[config.mk]
export PLATFORM = sky130hd
export DESIGN_NAME = memory_arbiter
export DESIGN_NICKNAME = d
export VERILOG_FILES = /design/src/rtl/memory_arbiter.sv
export SDC_FILE = /design/constraint.sdc
export NUM_CORES = 1
export LEC_CHECK = 0
export CAP_MARGIN = 20
export CORE_MARGIN = 2
export CORE_UTILIZATION = 44
export DETAILED_ROUTE_END_ITERATION = 6
export PLACE_DENSITY = 0.82
export SETUP_SLACK_MARGIN = 0.02
export SYNTH_ARGS = -nofsm -noshare
export SYNTH_HDL_FRONTEND = slang
export SYNTH_SLANG_ARGS = --single-unit
[constraint.sdc]
create_clock -name clk -period 2.9 [get_ports clk]
set_input_delay 0.58 -clock clk [delete_from_list [all_inputs] [get_ports clk]]
set_output_delay 0.58 -clock clk [all_outputs]
set_load 0.01 [all_outputs]
[src/rtl/memory_arbiter.sv]
// memory_arbiter: two-port (fetch/data) arbiter onto a single memory request bus
//   clk, rst                     clock, synchronous active-high reset
//   if_req_i/if_addr_i           fetch request; if_rdata_o/if_valid_o/if_abort_o response
//   d_req_i/d_addr_i/d_wdata_i/  data request (d_size_i: 1 = word, 0 = byte);
//   d_write_i/d_size_i           d_rdata_o/d_valid_o/d_abort_o response
//   addr_o/wdata_o/write_o/      memory request bus (trans_o = 2'b10 in the issue cycle)
//   size_o/prot_o/trans_o
//   rdata_i/data_valid_i/abort_i memory response; busy_o high while a transaction is open
module memory_arbiter #(
    parameter int unsigned TIMEOUT      = 15,
    parameter int unsigned MAX_DATA_RUN = 4
) (
    input  logic        clk,
    input  logic        rst,
    input  logic        if_req_i,
    input  logic [31:0] if_addr_i,
    output logic [31:0] if_rdata_o,
    output logic        if_valid_o,
    output logic        if_abort_o,
    input  logic        d_req_i,
    input  logic [31:0] d_addr_i,
    input  logic [31:0] d_wdata_i,
    input  logic        d_write_i,
    input  logic        d_size_i,
    output logic [31:0] d_rdata_o,
    output logic        d_valid_o,
    output logic        d_abort_o,
    output logic [31:0] addr_o,
    output logic [31:0] wdata_o,
    output logic        write_o,
    output logic        size_o,
    output logic [1:0]  prot_o,
    output logic [1:0]  trans_o,
    input  logic [31:0] rdata_i,
    input  logic        data_valid_i,
    input  logic        abort_i,
    output logic        busy_o
);
    typedef enum logic [1:0] {IDLE, ISSUE, WAIT} state_t;
    localparam int unsigned CW = $clog2(TIMEOUT + 1);
    localparam int unsigned RW = $clog2(MAX_DATA_RUN + 1);
    state_t        state_q;
    logic [CW-1:0] wcnt_q;
    logic [RW-1:0] run_q;
    logic          owner_q;
    logic          pulse_d, pick_d, grant_d, expire_d;
    // A completion cycle arbitrates nothing: the finishing port still holds its
    // old request, and letting the other port in here would break run-based fairness.
    always_comb begin
        pulse_d  = if_valid_o | if_abort_o | d_valid_o | d_abort_o;
        pick_d   = d_req_i && !(if_req_i && run_q == RW'(MAX_DATA_RUN));
        grant_d  = !pulse_d && (if_req_i || d_req_i);
        expire_d = wcnt_q == CW'(TIMEOUT - 1);
    end
    always_ff @(posedge clk) begin
        if (rst) begin
            state_q    <= IDLE;
            wcnt_q     <= '0;
            run_q      <= '0;
            owner_q    <= 1'b0;
            addr_o     <= '0;
            wdata_o    <= '0;
            write_o    <= 1'b0;
            size_o     <= 1'b0;
            prot_o     <= 2'b00;
            trans_o    <= 2'b00;
            if_rdata_o <= '0;
            d_rdata_o  <= '0;
            if_valid_o <= 1'b0;
            if_abort_o <= 1'b0;
            d_valid_o  <= 1'b0;
            d_abort_o  <= 1'b0;
            busy_o     <= 1'b0;
        end else begin
            if_valid_o <= 1'b0;
            if_abort_o <= 1'b0;
            d_valid_o  <= 1'b0;
            d_abort_o  <= 1'b0;
            case (state_q)
                IDLE: if (grant_d) begin
                    state_q <= ISSUE;
                    owner_q <= pick_d;
                    addr_o  <= pick_d ? d_addr_i : if_addr_i;
                    wdata_o <= pick_d ? d_wdata_i : '0;
                    write_o <= pick_d & d_write_i;
                    size_o  <= pick_d ? d_size_i : 1'b1;
                    prot_o  <= pick_d ? 2'b01 : 2'b00;
                    trans_o <= 2'b10;
                    busy_o  <= 1'b1;
                    run_q   <= !pick_d ? '0 : (run_q == RW'(MAX_DATA_RUN) ? run_q : run_q + 1'b1);
                end
                ISSUE: begin
                    state_q <= WAIT;
                    trans_o <= 2'b00;
                    wcnt_q  <= '0;
                end
                WAIT: if (abort_i || data_valid_i || expire_d) begin
                    state_q <= IDLE;
                    busy_o  <= 1'b0;
                    wcnt_q  <= '0;
                    // abort wins over data_valid; a silent timeout is also an abort
                    if (abort_i || !data_valid_i) begin
                        if_abort_o <= !owner_q;
                        d_abort_o  <= owner_q;
                    end else begin
                        if_valid_o <= !owner_q;
                        d_valid_o  <= owner_q;
                        if (owner_q) d_rdata_o <= rdata_i;
                        else if_rdata_o <= rdata_i;
                    end
                end else begin
                    wcnt_q <= wcnt_q + 1'b1;
                end
                default: state_q <= IDLE;
            endcase
        end
    end
endmodule

==> metrics.txt, run 1 <==
run status completed; Arrival @ worst endpoint 1620 ps; final setup skew about 5.3 ps; total power consumption of the routed design 5.76 mW; flop-to-flop setup slack between 900 and 1000 ps; reg-to-reg critical path startpoint if_abort_o$_SDFF_PP0_; half-perimeter wire length of the detailed placement result 12.7 mm; M1 GR Usage between 20% and 30%; floorplan die width 119 um; transition time at the pin with the least slew margin about 860 ps; wire length of the first global-routing pass roughly 29 mm; total DRC errors in the routed layout 0; count of maximum capacitance violations 0; largest vdd supply drop 0.449 mV; setup total negative slack 0 ps; GR Util met2 43.0%; met3 layer usage reported by global route 12.4%; most frequent cells in the layout 271 x sky130_fd_sc_hd__clkdlybuf4s50_1, 200 x sky130_fd_sc_hd__nand2_1, 146 x sky130_fd_sc_hd__dfxtp_1, 135 x sky130_fd_sc_hd__a21oi_1, 38 x sky130_fd_sc_hd__nand3_1; EDFF count, synth 0; # setup viols final 0; Highest Clock Rate 454 MHz; CP Launch Type register; Cell Chain, Critical Path clkdlybuf4s50_1; detailed router's first-iteration violation count between 400 and 500; path type of the worst min-delay path register to register; worst path bufs/invs 1; initial antenna violation count 1; standard-cell row count 41; startpoint of the most critical hold path write_o$_SDFFE_PP0P_; final count of hold timing violations 0; post-DR wirelength/cell between 15 and 20 um; maximum buffer depth of the clock tree 2; io pins 275; maximum number of pins on one net before global-route repair between 70 and 80; cell area power density ~640 nW/um^2; kind of cell adding the most delay to the critical path buffers and inverters; cell at the slowest stage of the critical path sky130_fd_sc_hd__clkdlybuf4s50_1; total wire length after detailed routing approximately 18 mm; worst slack at placement 546 ps; most frequent standard cell in the layout excluding fill and tap cells sky130_fd_sc_hd__clkdlybuf4s50_1; hold-critical path depth 2; Core Region 12,700 sq um; period utilisation layout around 76%; global route overflow 0; number of buffers added on ports 272; ratio of cells with drive above 1 in the final layout 6.74%; share of synthesized flip-flops with an asynchronous set or reset 0%; Setup Buffers After CTS 0; total die area 14,100 sq um; clk sink count roughly 150; routed vias 5,778; antenna-violating nets left 0; overall global routing resource usage between 20% and 30%; routability congestion estimate 0.789; logic depth of the worst register-to-register path 5; average cell area after synthesis 8.18 sq um; headroom to the max-slew limit 42.3%; setup repair after global routing missed its margin false; type of the worst setup path register to primary output; destination of the worst register-to-register timing path addr_o[22]$_SDFFE_PP0P_; gate count of the mapped netlist ~710; CTS buffer count 17; required time reported for the critical path endpoint 2320 ps; count of hold-fix buffers inserted at cts 0; CTS tree built; top flip-flop cell by instance count after synthesis sky130_fd_sc_hd__dfxtp_1; area added between synthesis and finish 56.7%; hold worst-path end write_o$_SDFFE_PP0P_; CTS clock-pin slew for the worst setup and hold paths 60 ps; capturing element type of the critical path primary output; proportion of synthesized chip area in sequential cells a little over 50%; buffer cell driving the clock tree root sky130_fd_sc_hd__clkbuf_16; min cycle time layout 2200 ps; most used routing layer met2; peak per-stage delay on the critical path ~680 ps; Synth warnings 0; launch point of the worst path owner_q$_SDFFE_PP0P_; number of nets in the layout 1,096; starting density of the core between 40 and 50%; Clock Latency Late Sink 410 ps; Worst Slack Setup Final 697 ps; post-synthesis sequential element count 146; post-detailed-route via-to-cell ratio approximately 5.1; Gates resized, CTS repair 0; number of fillers in the final layout 1,042; Die Height 119 um; largest fanout on the critical path 7; number of unique standard cell types used by synthesis 34; detailed-router iteration count before antenna repair 4; vias in the first global route 5,703; leakage component of the power 3.18 nW; count of pins over their slew limit 0; htree depth 4; area of the mapped netlist 5780 sq um
[how the worst max path moves through the flow]
stage / endpoint / slack [ps] / cells after the start
finish: prot_o[0] / 700 / 1
global route: prot_o[0] / 660 / 1
CTS: prot_o[0] / 680 / 1
detailed placement: addr_o[9]$_SDFFE_PP0P_ / 550 / 6
global placement: d_rdata_o[25]$_SDFFE_PP0P_ / 590 / 5
floorplan: d_rdata_o[10]$_SDFFE_PP0P_ / 1240 / 6
[Yosys cell counts (2+ instances only)]
cell type / count / area share, %
sky130_fd_sc_hd__buf_4: 4 / 0.52
sky130_fd_sc_hd__nor2_1: 38 / 2.5
sky130_fd_sc_hd__nor3_1: 5 / 0.43
sky130_fd_sc_hd__o31ai_1: 2 / 0.26
sky130_fd_sc_hd__ha_1: 8 / 1.7
sky130_fd_sc_hd__buf_12: 3 / 1.0
sky130_fd_sc_hd__nand3_1: 39 / 3.4
sky130_fd_sc_hd__or4b_1: 2 / 0.35
sky130_fd_sc_hd__buf_6: 6 / 1.2
sky130_fd_sc_hd__a21oi_1: 135 / 12
sky130_fd_sc_hd__a311oi_1: 2 / 0.30
sky130_fd_sc_hd__clkbuf_1: 37 / 2.4
sky130_fd_sc_hd__dfxtp_1: 146 / 51
sky130_fd_sc_hd__a211oi_2: 16 / 3.5
sky130_fd_sc_hd__nand3b_1: 5 / 0.65
sky130_fd_sc_hd__a211oi_1: 15 / 1.9
sky130_fd_sc_hd__or2_2: 3 / 0.32
sky130_fd_sc_hd__o21bai_1: 2 / 0.26
sky130_fd_sc_hd__a31oi_1: 3 / 0.32
sky130_fd_sc_hd__buf_2: 9 / 0.78
sky130_fd_sc_hd__nand2_1: 200 / 13
sky130_fd_sc_hd__inv_1: 6 / 0.39
sky130_fd_sc_hd__nand2b_1: 8 / 0.87
sky130_fd_sc_hd__and2_1: 2 / 0.22
[report_power, final]
group / switching (mW) / internal, mW
clock: 0.780 / 1.17
combinational: 0.748 / 0.743
sequential: 0.111 / 2.20
total: 1.64 / 4.12
[flip-flops by register name, summed over array words and instances, names as in the netlist, 2 cells and up]
signal	flops
run_q	3
wcnt_q	4
wdata_o	32
state_q	2
d_rdata_o	32
if_rdata_o	32
addr_o	32
[routing by layer]
metal | vias up | part of all wire (%)
met5 | - | 0
met2 | 222 | 48
met3 | 34 | 11
met1 | 2666 | 39
li1 | 2856 | -
met4 | 0 | 2.4
[area by class of cell]
type                            count  area [sq um]  share of cell area [%]
Inverter                            6          22.5                   0.249
Sequential cell                   146          2920                    32.3
Timing Repair Buffer              285          2860                    31.5
Clock buffer                       26           499                    5.52
Antenna cell                        1          2.50                  0.0276
Tap cell                          172           215                    2.38
Clock inverter                      5          27.5                   0.304
Multi-Input combinational cell    496          2510                    27.7
[stage by stage]
stage	cell area [sq um]	hold slack, ps	instances	util [%]
6_report	9050	449	1137	71.1
5_1_grt	9050	465	1136	71.1
4_1_cts	9050	451	1136	71.1
3_5_place_dp	8520	443	1105	67.0
3_3_place_gp	8520	437	1105	67.0
2_1_floorplan	5780	476	707	-
[logic make-up (layout without fill, tap and decap cells)]
family	after synthesis	count (layout)	synth area share, %
AOI/OAI and AO/OA	179	179	18.7
buffers and inverters	65	322	6.30
other	1	3	0.0649
DFF	146	146	50.6
and+or+nand+nor	307	307	22.6
adders and majority gates	8	8	1.73
[worst register-to-register path, stage by stage, from the launching register on]
cell	delay [ps]
sky130_fd_sc_hd__dfxtp_1	330
sky130_fd_sc_hd__nor4_4	370
sky130_fd_sc_hd__nand3_2	440
sky130_fd_sc_hd__buf_12	320
sky130_fd_sc_hd__a21oi_1	220
sky130_fd_sc_hd__a211oi_2	110
Power figures use the tool's default switching activity.
==> inputs of run 2 (changes only) <==
- CORE_UTILIZATION: 44 -> 37
- PLACE_DENSITY: 0.82 -> 0.74
- clock period: 2.9 -> 1.8 ns (I/O delays scaled with it)
==> metrics.txt, run 2 (synthesized netlist as in run 1, its figures left out) <==
run status completed; CTS tree built; leakage component of the power 3.38 nW (+6.2%); global route overflow 0 (unchanged); half-perimeter wire length of the detailed placement result 12.5 mm (-1.5%); hold-critical path depth 2 (unchanged); period utilisation layout between 90 and 100%; largest vdd supply drop 0.620 mV (+38%); detailed router's first-iteration violation count 265 (-37%); total die area 16,600 sq um (+18%); standard-cell row count 45 (+9.8%); destination of the worst register-to-register timing path if_rdata_o[7]$_SDFFE_PP0P_; Die Height 129 um (+8.7%); area added between synthesis and finish 63.6%; total wire length after detailed routing 18.6 mm (+2.6%); number of buffers added on ports 272 (unchanged); Cell Chain, Critical Path clkdlybuf4s50_1; post-DR wirelength/cell 16.0 um (-0.17%); clk sink count 146 (unchanged); maximum number of pins on one net before global-route repair 58 (-21%); most frequent cells in the layout 268 x sky130_fd_sc_hd__clkdlybuf4s50_1, 200 x sky130_fd_sc_hd__nand2_1, 145 x sky130_fd_sc_hd__dfxtp_1, 135 x sky130_fd_sc_hd__a21oi_1, 38 x sky130_fd_sc_hd__nand3_1; maximum buffer depth of the clock tree 2 (unchanged); peak per-stage delay on the critical path 580 ps (-100 ps); capturing element type of the critical path primary output; vias in the first global route 5,457 (-4.3%); ratio of cells with drive above 1 in the final layout 8.88% (+2.1 points); CTS clock-pin slew for the worst setup and hold paths 60 ps (about the same); count of maximum capacitance violations 0 (unchanged); kind of cell adding the most delay to the critical path buffers and inverters; antenna-violating nets left 0 (unchanged); setup repair after global routing missed its margin true; cell depth of the worst setup path 1 (unchanged); Post-Route Hold Slack 363 ps (-85.8 ps); Clock Latency Late Sink 410 ps (about the same); routed vias 5,787 (+0.16%); floorplan die width 129 um (+8.7%); cell at the slowest stage of the critical path sky130_fd_sc_hd__clkdlybuf4s50_1; wire length of the first global-routing pass 28.0 mm (-3.2%); total DRC errors in the routed layout 0 (unchanged); reg-to-reg critical path startpoint state_q[0]$_SDFFE_PP0P_; flop-to-flop setup slack 160 ps (-800 ps); number of nets in the layout 1,111 (+1.4%); starting density of the core 38.0% (-7.4 points); min cycle time layout 1730 ps; routability congestion estimate 0.808 (+2.4%); required time reported for the critical path endpoint 1440 ps (-880 ps); # setup viols final 0 (unchanged); count of pins over their slew limit 0 (unchanged); count of hold-fix buffers inserted at cts 0 (unchanged); Arrival @ worst endpoint 1370 ps (-250 ps); cell area power density 1040 nW/um^2 (+63%); Antenna diodes 0 (-1); io pins 275 (unchanged); most frequent standard cell in the layout excluding fill and tap cells sky130_fd_sc_hd__clkdlybuf4s50_1; Core Region 15,200 sq um (+19%); type of the worst setup path register to primary output; number of fillers in the final layout 1,314 (+26%); post-route standard cell area excluding fillers 9450 sq um (+4.4%); area occupied by registers 2920 sq um (about the same); htree depth 4 (unchanged); hold worst-path end wdata_o[31]$_SDFFE_PP0P_; buffer cell driving the clock tree root sky130_fd_sc_hd__clkbuf_16; overall global routing resource usage 21.4% (-4.4 points); CP Launch Type register; Area after DPL 8770 sq um (+2.9%); final setup skew 6.53 ps (+1.21 ps); setup total negative slack 0 ps (unchanged); detailed-router iteration count before antenna repair 4 (unchanged); post-detailed-route via-to-cell ratio 4.95 (-2.5%); final count of hold timing violations 0 (unchanged); startpoint of the most critical hold path rst; logic depth of the worst register-to-register path 8 (+3); path type of the worst min-delay path input port to register; largest fanout on the critical path 2 (-5); initial antenna violation count 0 (-1); CTS buffer count 17 (unchanged); Highest Clock Rate 579 MHz; worst path bufs/invs 1 (unchanged); area of the multi-input gates 2530 sq um (+1.0%); Setup Buffers After CTS 0 (unchanged)
==> run 2: area by class of cell <==
class                      instances  share of cell area (%)
clock inverter                    12                    1.39
timing repair buffer             300                    33.4
tap                              188                    2.49
clock buffer                      20                    4.73
sequential                       146                    30.9
inverter                           6                   0.238
multi-input combinational        496                    26.8
==> run 2: how the worst max path moves through the flow <==
stage                                  to  slack, ps               startpoint
3_3_place_gp      trans_o[1]$_SDFFE_PP0P_       -100                 if_req_i
3_5_place_dp          busy_o$_SDFFE_PP0P_       -130                 if_req_i
5_1_grt           addr_o[27]$_SDFFE_PP0P_         10    run_q[0]$_SDFFE_PP0P_
6_report                       if_valid_o         70    if_valid_o$_SDFF_PP0_
2_1_floorplan  d_rdata_o[10]$_SDFFE_PP0P_        200  state_q[0]$_SDFFE_PP0P_
4_1_cts                        trans_o[1]         40  trans_o[1]$_SDFFE_PP0P_
==> run 2: per-stage QoR <==
stage / util (%) / setup WS [ps] / power, mW / std cells
2_1_floorplan: - / 200 / 5.15 / 707
3_3_place_gp: 57.7 / -98.3 / 6.35 / 1133
3_5_place_dp: 57.7 / -133 / 6.39 / 1133
4_1_cts: 61.5 / 36.8 / 9.87 / 1165
5_1_grt: 62.2 / 12.4 / 10.3 / 1168
6_report: 62.2 / 71.5 / 9.81 / 1168
==> run 2: repair_timing <==
item,4_1_cts,5_1_grt
cloned,0,3
gates resized for setup,2,9
setup endpoints to repair,1,55
==> run 2: power by group <==
part           internal (mW)  switching, mW
registers               3.55          0.172
logic                   1.38           1.24
clock network           2.08           1.39
total                   7.01           2.80
==> run 2: metal layers <==
| metal | track usage [%] | vias up | routed length, um |
|---|---|---|---|
| met2 | 34.9 | 231 | 8630 |
| met5 | 0 | - | 0 |
| li1 | - | 2885 | - |
| met3 | 9.56 | 24 | 2120 |
| met1 | 25.1 | 2647 | 7580 |
| met4 | 7.29 | 0 | 315 |
==> inputs of run 3 (changes only) <==
- CORE_UTILIZATION: 37 -> 35
- PLACE_DENSITY: 0.74 -> 0.7
==> metrics.txt, run 3 (synthesized netlist as in run 1, its figures left out) <==
run status completed; area of the multi-input gates 2520 sq um (-0.44%); Core Region 16,000 sq um (+5.3%); routed vias 5,815 (+0.48%); total wire length after detailed routing 18.5 mm (-0.97%); ratio of cells with drive above 1 in the final layout 9.16% (+0.28 points); maximum number of pins on one net before global-route repair 82 (+41%); vias in the first global route 5,682 (+4.1%); proportion of power drawn by flip-flops and latches 38.0% (about the same); area added between synthesis and finish 63.3%; Highest Clock Rate 579 MHz (about the same); antenna-violating nets left 0 (unchanged); Arrival @ worst endpoint 1370 ps (about the same); clock network power share 35.2% (-0.2 points); clk sink count 146 (unchanged); buffer cell driving the clock tree root sky130_fd_sc_hd__clkbuf_16; post-route standard cell area excluding fillers 9430 sq um (-0.23%); Area after DPL 8820 sq um (+0.63%); Clock Latency Late Sink 420 ps (about the same); kind of cell adding the most delay to the critical path buffers and inverters; detailed router's first-iteration violation count 232 (-12%); final setup skew 9.63 ps (+3.10 ps); post-detailed-route via-to-cell ratio 4.85 (-2.1%); cell at the slowest stage of the critical path sky130_fd_sc_hd__clkdlybuf4s50_1; path type of the worst min-delay path input port to register; Cell Chain, Critical Path clkdlybuf4s50_1; flop-to-flop setup slack 170 ps (about the same); initial antenna violation count 0 (unchanged); count of hold-fix buffers inserted at cts 0 (unchanged); detailed-router iteration count before antenna repair 6 (+2); Setup Buffers After CTS 0 (unchanged); Comb pwr share 26.8% (about the same); count of pins over their slew limit 0 (unchanged); design internal power 6.95 mW (-0.84%); utilization after layout 58.9% (-3.2 points); setup total negative slack 0 ps (unchanged); startpoint of the most critical hold path rst; htree depth 4 (unchanged); switching part of the total 28.9% (+0.34 points); total power consumption of the routed design 9.78 mW (-0.37%); starting density of the core 36.1% (-1.9 points); Post-Route Hold Slack 296 ps (-66.8 ps); number of fillers in the final layout 1,450 (+10%); # setup viols final 0 (unchanged); period utilisation layout 96.0% (about the same); leakage component of the power 3.35 nW (-0.83%); cell area power density 1040 nW/um^2 (-0.14%); hold worst-path end trans_o[1]$_SDFFE_PP0P_; Antenna diodes 0 (unchanged); routability congestion estimate 0.791 (-2.1%); Inst Count DP 1,167 (+3.0%); post-route insts no fill 1,199 (+2.7%); total die area 17,500 sq um (+5.5%); peak per-stage delay on the critical path 590 ps (about the same); capturing element type of the critical path primary output; area occupied by registers 2920 sq um (about the same); setup repair after global routing missed its margin true; destination of the worst register-to-register timing path if_rdata_o[0]$_SDFFE_PP0P_; number of nets in the layout 1,115 (+0.36%); overall global routing resource usage 20.7% (-0.72 points); floorplan die width 132 um (+2.7%); type of the worst setup path register to primary output; logic depth of the worst register-to-register path 8 (unchanged); count of maximum capacitance violations 0 (unchanged); worst path bufs/invs 1 (unchanged); wire length of the first global-routing pass 29.3 mm (+4.7%); post-DR wirelength/cell 15.4 um (-3.5%); largest fanout on the critical path 2 (unchanged); CTS clock-pin slew for the worst setup and hold paths 60 ps (about the same); standard-cell row count 46 (+2.2%); maximum buffer depth of the clock tree 2 (unchanged); CTS tree built; CP Launch Type register; global route overflow 0 (unchanged); net switching power figure 2.83 mW (+0.82%); number of buffers added on ports 272 (unchanged); total DRC errors in the routed layout 0 (unchanged); reg-to-reg critical path startpoint state_q[0]$_SDFFE_PP0P_; largest vdd supply drop 0.617 mV (-0.57%); min cycle time layout 1730 ps (-1.11 ps); Die Height 132 um (+2.7%); io pins 275 (unchanged); half-perimeter wire length of the detailed placement result 12.7 mm (+1.7%); Worst Slack Setup Final 72.6 ps (+1.11 ps); CTS buffer count 17 (unchanged); required time reported for the critical path endpoint 1440 ps (about the same); hold-critical path depth 2 (unchanged); final count of hold timing violations 0 (unchanged); worst slack at placement -175 ps (-42.4 ps); most frequent standard cell in the layout excluding fill and tap cells sky130_fd_sc_hd__clkdlybuf4s50_1; most frequent cells in the layout 268 x sky130_fd_sc_hd__clkdlybuf4s50_1, 200 x sky130_fd_sc_hd__nand2_1, 146 x sky130_fd_sc_hd__dfxtp_1, 135 x sky130_fd_sc_hd__a21oi_1, 38 x sky130_fd_sc_hd__nand3_1
-- run 3: cell types whose count changed in the layout (fill, tap and decap cells not counted), moves of 2 or more --
cell / previous run / this run
sky130_fd_sc_hd__buf_4: 12 / 20
sky130_fd_sc_hd__buf_12: 14 / 12
sky130_fd_sc_hd__clkbuf_16: 20 / 18
sky130_fd_sc_hd__clkinv_4: 1 / 3
-- run 3: what timing repair did --
action,in CTS,in global routing
hold endpoints to repair,0,0
endpoints found under the setup margin,2,45
gates cloned,0,1
pin swaps,0,1
gates resized for setup,2,7
-- run 3: layout make-up --
class	instances	share of cell area (%)
inverter	6	0.239
clock inverter	12	1.43
clock buffer	19	4.59
tap	216	2.87
timing repair buffer	304	33.2
multi-input combinational	496	26.7
sequential	146	31.0
-- run 3: how the worst max path moves through the flow --
stage	startpoint	to	slack, ps	cells after the start
2_1_floorplan	state_q[0]$_SDFFE_PP0P_	d_rdata_o[10]$_SDFFE_PP0P_	200	8
3_3_place_gp	if_req_i	addr_o[25]$_SDFFE_PP0P_	-130	6
3_5_place_dp	if_req_i	addr_o[6]$_SDFFE_PP0P_	-170	6
4_1_cts	trans_o[1]$_SDFFE_PP0P_	trans_o[1]	20	1
5_1_grt	run_q[0]$_SDFFE_PP0P_	addr_o[23]$_SDFFE_PP0P_	5	7
6_report	d_valid_o$_SDFF_PP0_	d_valid_o	70	1
-- run 3: metal layers --
layer	vias up	wire length (um)	GRT usage (%)	part of all wire [%]
met3	30	1720	8.47	9.3
met2	232	8490	33.2	46
li1	2900	-	-	-
met4	0	405	8.36	2.2
met5	-	0	0	0
met1	2653	7850	24.5	43
-- run 3: power by group through the flow --
stage / logic, mW / registers [mW] / clock network [mW]
after floorplan: 1.24 / 3.91 / 0
after global placement: 2.58 / 3.78 / 0
after detailed placement: 2.60 / 3.78 / 0
after CTS: 2.62 / 3.71 / 3.55
after global routing: 2.84 / 3.75 / 3.68
final: 2.62 / 3.71 / 3.44
